$ cat config.mk
export PLATFORM = sky130hd
export DESIGN_NAME = muldiv_sequencer
export DESIGN_NICKNAME = d
export VERILOG_FILES = /design/src/rtl/muldiv_sequencer.sv
export SDC_FILE = /design/constraint.sdc
export NUM_CORES = 1
export LEC_CHECK = 0
export CELL_PAD_IN_SITES_DETAIL_PLACEMENT = 1
export CELL_PAD_IN_SITES_GLOBAL_PLACEMENT = 2
export CORE_AREA = 4 4 235 352
export DETAILED_ROUTE_END_ITERATION = 10
export DIE_AREA = 0 0 239 356
export PLACE_DENSITY = 0.68
export SYNTH_ARGS = -nofsm -noshare
export SYNTH_HDL_FRONTEND = slang
export SYNTH_SLANG_ARGS = --single-unit
$ cat constraint.sdc
create_clock -name i_Clock -period 7.7 [get_ports i_Clock]
set_input_delay 1.54 -clock i_Clock [delete_from_list [all_inputs] [get_ports i_Clock]]
set_output_delay 1.54 -clock i_Clock [all_outputs]
set_load 0.02 [all_outputs]
$ cat src/rtl/muldiv_sequencer.sv
// RV32M multiply/divide sequencer: 32-cycle shift-add multiply and restoring divide,
// with a combinational pipeline stall and a one-cycle done strobe carrying the result.
module muldiv_sequencer (
    input  logic        i_Clock,
    input  logic        i_Reset_n,
    input  logic        i_Start,
    input  logic [2:0]  i_Funct3,
    input  logic [31:0] i_Source1,
    input  logic [31:0] i_Source2,
    input  logic        i_Flush,
    output logic        o_Stall,
    output logic        o_Busy,
    output logic        o_Done,
    output logic [31:0] o_Result,
    output logic [1:0]  o_State
);

    typedef enum logic [1:0] {
        IDLE = 2'd0,
        RUN  = 2'd1,
        DONE = 2'd2
    } state_t;

    state_t state, state_next;

    // Handshake: an op is taken in IDLE when i_Start=1 and i_Flush=0; EX must hold
    // i_Start/operands while o_Stall=1 and sees the result in the cycle o_Done=1.
    logic        accept, is_div, s1_signed, s2_signed, neg1, neg2;
    logic        div_zero, div_ovf, fast;
    logic [31:0] mag1, mag2, fast_result;

    logic [2:0]  op_funct3;
    logic        op_neg1, op_neg2;
    logic [63:0] mcand, acc;
    logic [31:0] quo, opb;
    logic [4:0]  count;

    logic [63:0] mul_acc_nxt, prod_s;
    logic [32:0] div_shift;
    logic        div_fits;
    logic [31:0] div_rem_nxt, div_quo_nxt, quo_s, rem_s, run_result;

    always_comb begin
        is_div    = i_Funct3[2];
        s1_signed = (i_Funct3 == 3'b001) | (i_Funct3 == 3'b010) |
                    (i_Funct3 == 3'b100) | (i_Funct3 == 3'b110);
        s2_signed = (i_Funct3 == 3'b001) | (i_Funct3 == 3'b100) | (i_Funct3 == 3'b110);
        neg1      = s1_signed & i_Source1[31];
        neg2      = s2_signed & i_Source2[31];
        mag1      = neg1 ? (~i_Source1 + 32'd1) : i_Source1;
        mag2      = neg2 ? (~i_Source2 + 32'd1) : i_Source2;
        div_zero  = is_div & (i_Source2 == 32'd0);
        div_ovf   = is_div & ~i_Funct3[0] & (i_Source1 == 32'h8000_0000) &
                    (i_Source2 == 32'hFFFF_FFFF);
        fast      = div_zero | div_ovf;
        accept    = (state == IDLE) & i_Start & ~i_Flush;
        if (div_zero) fast_result = i_Funct3[1] ? i_Source1 : 32'hFFFF_FFFF;
        else          fast_result = i_Funct3[1] ? 32'h0000_0000 : 32'h8000_0000;
    end

    // One iteration of each algorithm; the last iteration's values feed the result directly.
    always_comb begin
        mul_acc_nxt = quo[0] ? (acc + mcand) : acc;
        div_shift   = {acc[31:0], quo[31]};
        div_fits    = (div_shift >= {1'b0, opb});
        div_rem_nxt = div_fits ? (div_shift[31:0] - opb) : div_shift[31:0];
        div_quo_nxt = {quo[30:0], div_fits};
        prod_s      = (op_neg1 ^ op_neg2) ? (~mul_acc_nxt + 64'd1) : mul_acc_nxt;
        quo_s       = (op_neg1 ^ op_neg2) ? (~div_quo_nxt + 32'd1) : div_quo_nxt;
        rem_s       = op_neg1 ? (~div_rem_nxt + 32'd1) : div_rem_nxt;
        if (op_funct3[2]) run_result = op_funct3[1] ? rem_s : quo_s;
        else              run_result = (op_funct3[1:0] == 2'b00) ? prod_s[31:0] : prod_s[63:32];
    end

    always_ff @(posedge i_Clock) begin
        if (!i_Reset_n) state <= IDLE;
        else            state <= state_next;
    end

    always_comb begin
        state_next = state;
        case (state)
            IDLE:    if (accept) state_next = fast ? DONE : RUN;
            RUN:     if (count == 5'd31) state_next = DONE;
            DONE:    state_next = IDLE;
            default: state_next = IDLE;
        endcase
        if (i_Flush) state_next = IDLE;
    end

    always_comb begin
        o_Stall = i_Reset_n & (accept | ((state == RUN) & ~i_Flush));
        o_State = state;
    end

    always_ff @(posedge i_Clock) begin
        if (!i_Reset_n) begin
            op_funct3 <= 3'd0;
            op_neg1   <= 1'b0;
            op_neg2   <= 1'b0;
            mcand     <= 64'd0;
            acc       <= 64'd0;
            quo       <= 32'd0;
            opb       <= 32'd0;
            count     <= 5'd0;
            o_Busy    <= 1'b0;
            o_Done    <= 1'b0;
            o_Result  <= 32'd0;
        end else begin
            if (accept) begin
                op_funct3 <= i_Funct3;
                op_neg1   <= neg1;
                op_neg2   <= neg2;
                count     <= 5'd0;
                acc       <= 64'd0;
                if (is_div) begin
                    quo   <= mag1;
                    opb   <= mag2;
                    mcand <= 64'd0;
                end else begin
                    mcand <= {32'd0, mag1};
                    quo   <= mag2;
                    opb   <= 32'd0;
                end
            end else if (state == RUN) begin
                count <= count + 5'd1;
                if (op_funct3[2]) begin
                    acc <= {32'd0, div_rem_nxt};
                    quo <= div_quo_nxt;
                end else begin
                    acc   <= mul_acc_nxt;
                    mcand <= {mcand[62:0], 1'b0};
                    quo   <= {1'b0, quo[31:1]};
                end
            end
            o_Busy <= (state_next != IDLE);
            o_Done <= (state_next == DONE);
            if (state_next == DONE) o_Result <= (state == IDLE) ? fast_result : run_result;
        end
    end

endmodule

# After elaboration in Yosys (flattened, before gate mapping)
# Cells that the tools add are included.
[totals]
output_inout_bits = 37
ff_bits = 238
in_bits = 71
[classes]
n_bitwise = 26
add_sub_neg = 8
reduce_logical = 7
eq_ne = 10
order_cmp = 1
mux = 29
[ops]
columns = ["operator", "count"]
rows = [
  ["two-way mux 32 bit", 18],
  ["two-way mux 64 bit", 6],
  ["adder 32 x 1 -> 32 bit, second input constant", 4],
  ["inverter 32 bit", 4],
  ["adder 64 x 1 -> 64 bit, second input constant", 1],
  ["adder 64 bit", 1],
  ["equality test 32 bit, second input constant", 2],
  ["inverter 64 bit", 1],
  [">= comparator 33 x 32 -> 1 bit", 1],
  ["logical NOT 32 bit", 1],
  ["subtractor 32 bit", 1],
  ["bitwise AND 1 bit", 10],
  ["two-way mux 2 bit", 4],
  ["OR 1 bit", 7],
  ["equality test 3 bit, second input constant", 2],
  ["adder 5 x 1 -> 5 bit, second input constant", 1],
  ["equality test 5 bit, second input constant", 1],
  ["logical NOT 2 bit", 2],
  ["one-hot mux 2 bit (2 select lines)", 1],
  ["nonzero test 2 bit", 2],
  ["equality test 3 x 1 -> 1 bit, second input constant", 1],
  ["equality test 3 x 2 -> 1 bit, second input constant", 1],
  ["inverter 1 bit", 3],
  ["equality test 2 x 1 -> 1 bit, second input constant", 1],
  ["5 further kinds", 5],
]

# Longest topological paths before layout
# Gate-level depths: netlist (run 1).
[depth]
depth_word = 10
ltp_mapped = 26

# Worst setup path before layout (run 1)
# Ideal clock, no wire load.
[synth_path]
path_kind = "flip-flop to flip-flop"
from = "register acc[9]"
to = "register o_Result[30]"
required_ns = 7.608
stages_incl_launch_ff = 25
setup_ns = 0.092
path_slack_ns = 2.402
synth_period_minus_slack_ns = 5.298
t_arrival_ns = 5.206
path_buffers = 5
path_cell_list = "dfxtp_1 > ha_1 > clkbuf_1 > nand4_1 > a2111oi_1 > o31a_1 > or2_1 > buf_2 > buf_2 > buf_2 > buf_1 > nand2_1 > o21ai_0 > ha_1 > nand3_1 > nand3b_1 > nor3_1 > a41o_1 > nand4_1 > nor3_1 > a41oi_1 > xnor2_1 > a211oi_1 > a21oi_1 > o32ai_1"
[synth_via]
elab_chain_len = 8
[synth_lines]
columns = ["item", "line", "source"]
rows = [
  ["start: declaration", "34", "logic [63:0] mcand, acc;"],
  ["start signal: assignment", "128", "acc <= {32'd0, div_rem_nxt};"],
  ["start signal: assignment", "131", "acc <= mul_acc_nxt;"],
  ["adder 64 bit (tied with other cells)", "63", "mul_acc_nxt = quo[0] ? (acc + mcand) : acc;"],
  ["two-way mux 64 bit or two-way mux 32 bit (tied branches)", "63, 66", ""],
  ["inverter 64 bit or inverter 32 bit (tied branches)", "68, 70", ""],
  ["adder 64 x 1 -> 64 bit or adder 32 x 1 -> 32 bit (tied branches)", "68, 70", ""],
  ["two-way mux 64 bit or two-way mux 32 bit (tied branches)", "68, 70", ""],
  ["two-way mux 32 bit (on tied branches)", "72, 71", ""],
  ["two-way mux 32 bit *", "71", "if (op_funct3[2]) run_result = op_funct3[1] ? rem_s : quo_s;"],
  ["two-way mux 32 bit *", "138", "if (state_next == DONE) o_Result <= (state == IDLE) ? fast_result : run_result;"],
  ["end signal: assignment", "138", ""],
  ["end: declaration", "14", "output logic [31:0] o_Result,"],
]
# Mark *: on every way between the ends. The rest lies on a longest branch, timed or not.
# A chain may end at the register's enable or synchronous reset.

# Worst setup path after layout (run 1)
[layout_path]
from = "register acc[0]"
to = "register o_Result[28]"
# Same word-level chain as after synthesis.

==> results of run 1 <==
logic make-up after synthesis:
group           count (synthesis)
xor+xnor                      199
mux                           113
compound gates               1190
simple gates                 1198
flops                         238
buf+inv                       324
fa+ha+maj                     105
layout make-up:
| cell class | count | area (sq um) |
|---|---|---|
| diodes | 3 | 7.51 |
| flip-flops and latches | 238 | 4770 |
| inverters | 82 | 308 |
| multi-input cells | 2805 | 17800 |
| well taps | 1032 | 1290 |
| fillers | 9935 | 52800 |
| clock inverters | 23 | 295 |
| clock buffers | 35 | 821 |
| repair buffers | 169 | 1530 |
routing by layer:
| layer | track usage, % | wire length (microns) |
|---|---|---|
| met2 | 56.9 | 69900 |
| met4 | 26.9 | 15300 |
| met3 | 4.02 | 6070 |
| met1 | 34.2 | 52300 |
| met5 | 0 | 0 |
cell usage in the layout, fill, tap and decap left out, drive strengths merged, types with 16 or more instances in the layout:
cell type | Yosys | routed
a32o | 22 | 22
or4 | 23 | 23
a31oi | 42 | 42
nand3 | 59 | 59
o221ai | 16 | 16
nand4 | 71 | 71
xnor2 | 95 | 95
a21o | 30 | 30
xor2 | 104 | 104
o22ai | 19 | 19
inv | 81 | 87
nor3 | 97 | 97
a21oi | 357 | 357
o21a | 34 | 34
a22oi | 32 | 32
o22a | 23 | 23
o21ai | 249 | 249
nand2b | 18 | 18
ha | 103 | 103
buf | 70 | 63
a211oi | 67 | 67
or3 | 30 | 30
mux2i | 102 | 102
nand2 | 384 | 384
o31ai | 33 | 33
o211ai | 83 | 83
and3 | 22 | 22
nor4 | 34 | 34
dfxtp | 238 | 238
clkdlybuf4s50 | 0 | 106
nor2 | 367 | 367
o2111ai | 16 | 16
clkbuf | 172 | 35
nor2b | 17 | 17
registers in the layout, summed over array words and instances, names as in the netlist:
signal and count:
op_funct3 3, o_State 2, o_Busy 1, o_Result 32, quo 32, op_neg1 1
mcand 64, op_neg2 1, opb 32, o_Done 1, acc 64, count 5
through the flow:
stage	instance area [sq um]	setup WS [ns]	util (%)	power (mW)	instances
global route	26800	0.734	33.7	4.85	4385
finish	26800	1.11	33.7	4.72	4387
detailed placement	25700	1.33	32.3	3.04	4326
global placement	25700	1.29	32.3	3.02	4326
CTS	26800	1.29	33.7	4.70	4384
floorplan	23800	2.40	-	2.31	3367
power by group:
part | switching (mW) | internal (mW)
combinational | 1.24 | 0.491
clock | 0.710 | 0.945
sequential | 0.0623 | 1.26
worst min-delay path by stage:
stage | startpoint | to | slack, ns
after floorplan | opb[0] | opb[0] | 0.43
after global placement | count[4] | count[4] | 0.45
after detailed placement | opb[2] | opb[2] | 0.46
after CTS | opb[2] | opb[2] | 0.47
after global routing | opb[16] | opb[16] | 0.50
final | opb[2] | opb[2] | 0.47
==> impl_metrics.yaml, run 1 <==
critical_path:
  worst_setup_path_start_kind: "register"
  arrival_ns: 7.16
  cp-startpoint: "acc[0]"
  r2r-end: "o_Result[28]"
  crit_buf_inv: 1
  crit_cells: 20
  crit_end: "o_Result[28]"
  endpoint_kind: "register"
  cp_slowest_stage_delay_ns: 0.97
  critical_path_class: "reg -> reg"
  crit_path_max_fanout: 23
  reg2reg_from: "acc[0]"
  reg2reg_slack_ns: 1.11
  slowest_stage: "a2111oi_1"
  rr_worst_depth: 20
  required_ns: 8.28
  crit_family: "compound AO/OA/AOI/OAI gates"
  crit_chain: "ha_1 > nor2b_1 > o2111ai_1 > a2111oi_1 > o31a_1 > or2_2 > nand2_1 > o21ai_0 > ha_1 > nand2_1 > nor3_1 > a41o_1 > nand4_1 > nor3_1 > buf_4 > a21oi_1 > xnor2_1 > a21oi_1 > o41ai_1 > and3_1"
synth:
  yosys-top-cells-area: "dfxtp_1 (20%), a21oi_1 (7.5%), nand2_1 (6.0%)"
  synth_most_common_cell: "nand2_1"
  dominantRegCellSynth: "dfxtp_1"
  synth_edf_count: 0
  synth-compound-area-share_pct: 32.9
  synth_top_area_share_pct: 20.0
  netlist_instances: 3367
  yosys.area.top_type: "dfxtp_1"
  synth_xor_area_share_pct: 7.33
  synth_top_family_by_area: "compound AO/OA/AOI/OAI gates"
  async_reset_ff_share_pct: 0
  ys_seq_area_share_pct: 20.0
  synth_simple_gate_area_share_pct: 23.9
  yosys-top-cells-count: "nand2_1 (383), nor2_1 (366), a21oi_1 (354)"
  synth_cell_types: 113
  syn-num-nets: 3543
  synth_fa_ha_area_share_pct: 5.59
  synth_seq_cells: 238
  syn_area_sq_um: 23800
  synth_warnings: 0
  postSynthAreaPerCell_sq_um: 7.06
  muxShareOfSynthArea_pct: 4.81
power_and_ir_drop:
  powerDensity_nw_per_um2: 176
  ir_worst_vdd_uv: 184
  p_leak_nw: 9.57
cells_and_area:
  area_growth_pct: 12.8
  nets: 3503
  drive_gt1_share_pct: 6.32
clock_network:
  cts_tree: "yes"
  post-cts-setup-buffer-count: 0
  clk_latency_ns: 0.64
  clock_sinks: 238
  htreeDepth: 1
  cts.path.max_buffers: 3
  cts-root-buf: "clkbuf_16"
  clk_pin_slew_worst_paths_ns: 0.06
  hold_buffers: 0
  post_cts_resized: 0
  cts_buffers: 31
grt:
  grt-ovfl-total: 0
  grt_pass1_wl_mm: 203
  antenna_found_initial: 6
  grt_max_degree: 84
  grt_pass1_vias: 28200
  groute.usage.overall_pct: 32.4
sta:
  setup_viol: 0
  period_share_pct: 85.6
  max_freq_mhz: 152
  hold_slack_ns: 0.465
  min_period_ns: 6.59
  tightest_slew_ns: 1.37
  clock_skew_ns: 0.0204
  drv_slew: 0
  finalHoldViolCount: 0
  relSlewSlack_pct: 7.54
  tns_ns: 0
  rsz0062_at_grt: "no"
routing:
  vias: 27400
  avgViaCountPerCell: 6.25
  dr.pass1.iters: 6
  routed_wirelength_mm: 144
  wl_per_cell_microns: 32.7
  ant_nets: 0
  drc: 0
  dr.first_iter.drc_count: 2267
floorplanning:
  rows: 127
  die_area_sq_um: 85100
  ios: 108
  die_x_microns: 239
  die_h_microns: 356
  core_sq_um: 79600
  initial_utilization_pct: 29.9
placed_design:
  hpwlAfterDp_mm: 116
  port-buffer-count: 107
  gp_congestion: 1.06
job:
  drv_cap: 0
min_path:
  min_path_cells: 1
  hold_path.class: "reg -> reg"
run_status:
  outcome: "finished clean"
Note: power is estimated with default switching activity, not from simulation.
==> run 2, diff against run 1 <==
- CTS_CLUSTER_DIAMETER: not set -> 60
==> run 2 against run 1 <==
Net effect: flip-flop and latch count is the same; power grew 5.4%; clock power grew 14%; register-to-register slack gained 0.099 ns; routed wire length grew 0.24%; core utilization grew 0.29 points; sequential share of layout area shrank 0.15 points; non-clock buffer count grew 1; count of clock-buffer cells in the layout grew 8; hold slack is essentially flat; maximum frequency grew 1.5%.
==> impl_metrics.yaml, run 2 (synthesis gave the netlist of run 1 again) <==
clock_network:
  post_cts_resized: 0
  clk_latency_ns: 0.59
  clk_pin_slew_worst_paths_ns: 0.06
  cts-root-buf: "clkbuf_16"
  clock_sinks: 238
  cts_tree: "yes"
  cts.path.max_buffers: 3
  cts_buffers: 37
  htreeDepth: 2
  hold_buffers: 0
  post-cts-setup-buffer-count: 0
critical_path:
  critical_path_class: "reg -> reg"
  crit_path_max_fanout: 23
  arrival_ns: 7.01
  worst_setup_path_start_kind: "register"
  required_ns: 8.22
  endpoint_kind: "register"
routing:
  dr.first_iter.drc_count: 2155
  wl_per_cell_microns: 32.7
  ant_nets: 0
  vias: 27500
  avgViaCountPerCell: 6.24
  drc: 0
  routed_wirelength_mm: 144
  dr.pass1.iters: 6
floorplanning:
  die_x_microns: 239
  ios: 108
  core_sq_um: 79600
  initial_utilization_pct: 29.9
  rows: 127
  die_h_microns: 356
  die_area_sq_um: 85100
power_and_ir_drop:
  ir_worst_vdd_uv: 117
  p_leak_nw: 9.68
  powerDensity_nw_per_um2: 184
placed_design:
  dp.cells: 4326
  place_area_sq_um: 25700
  hpwlAfterDp_mm: 116
  gp_congestion: 1.06
  port-buffer-count: 107
cells_and_area:
  drive_gt1_share_pct: 6.55
  nets: 3510
  fin_area_sq_um: 27100
  largestRegisters: "acc: 64 flops, mcand: 64 flops"
  post-route-util_pct: 34.0
  final_common_cell: "nand2_1"
  area_growth_pct: 13.8
  final_cell_mix: "nand2_1 (381), nor2_1 (362), a21oi_1 (354), dfxtp_1 (235), o21ai_0 (231)"
  instances_no_fill: 4397
sta:
  tightest_slew_ns: 1.46
  period_share_pct: 84.3
  max_freq_mhz: 154
  setup_viol: 0
  rsz0062_at_grt: "no"
  min_period_ns: 6.49
  relSlewSlack_pct: 1.86
  clock_skew_ns: 0.0228
  drv_slew: 0
  tns_ns: 0
  finalHoldViolCount: 0
grt:
  grt_max_degree: 84
  grt-ovfl-total: 0
  antenna_found_initial: 6
  grt_pass1_wl_mm: 203
  grt_pass1_vias: 28200
  groute.usage.overall_pct: 32.5
min_path:
  hold_path.class: "reg -> reg"
job:
  drv_cap: 0
run_status:
  outcome: "finished clean"
==> run 2: area by class of cell <==
class | count | area, sq um
multi-input combinational | 2805 | 17800
antenna | 4 | 10.0
clock inverter | 23 | 337
clock buffer | 43 | 1000
inverter | 82 | 308
sequential | 238 | 4770
timing repair buffer | 170 | 1540
fill | 9919 | 52500
tap | 1032 | 1290
==> run 2: worst max-delay path, stage by stage, from the launching register on <==
cell	delay, ns
dfxtp_1	0.42
ha_1	0.40
nor2b_1	0.16
o2111ai_1	0.28
a2111oi_1	0.96
o31a_1	0.42
or2_2	0.53
nand2_1	0.10
o21ai_0	0.26
ha_1	0.37
nand2_1	0.08
nor3_1	0.49
a41o_1	0.33
nand4_1	0.16
o21ai_0	0.24
xor2_1	0.56
a21oi_1	0.26
nand4_1	0.16
o211ai_1	0.12
a21oi_1	0.13
==> run 2: path summary, 6_finish.rpt <==
kind                              from           end  slack, ns  depth (start not counted)
worst min-delay path            opb[2]        opb[2]       0.47                          1
worst max register to register  acc[0]  o_Result[22]       1.21                         19
worst max-delay path            acc[0]  o_Result[22]       1.21                         19
worst min register to register  opb[2]        opb[2]       0.47                          1
==> run 2: metal layers <==
metal	vias up	part of all wire [%]	track usage, %
met5	-	0	0
met2	956	48	56.8
li1	12500	-	-
met1	13700	36	34.1
met3	382	4.6	4.57
met4	0	11	27.7
==> run 2: power by group <==
group | switching (mW) | leakage, nW | internal (mW)
sequential | 0.0616 | 1.93 | 1.26
clock | 0.748 | 0.646 | 1.15
combinational | 1.25 | 7.10 | 0.494
==> run 2: per-stage QoR <==
step           worst slack [ns]  power, mW  hold WS (ns)
2_1_floorplan              2.40       2.31         0.429
5_1_grt                   0.763       5.12         0.495
3_3_place_gp               1.29       3.02         0.450
6_report                   1.21       4.97         0.466
3_5_place_dp               1.33       3.04         0.456
4_1_cts                    1.28       4.96         0.471
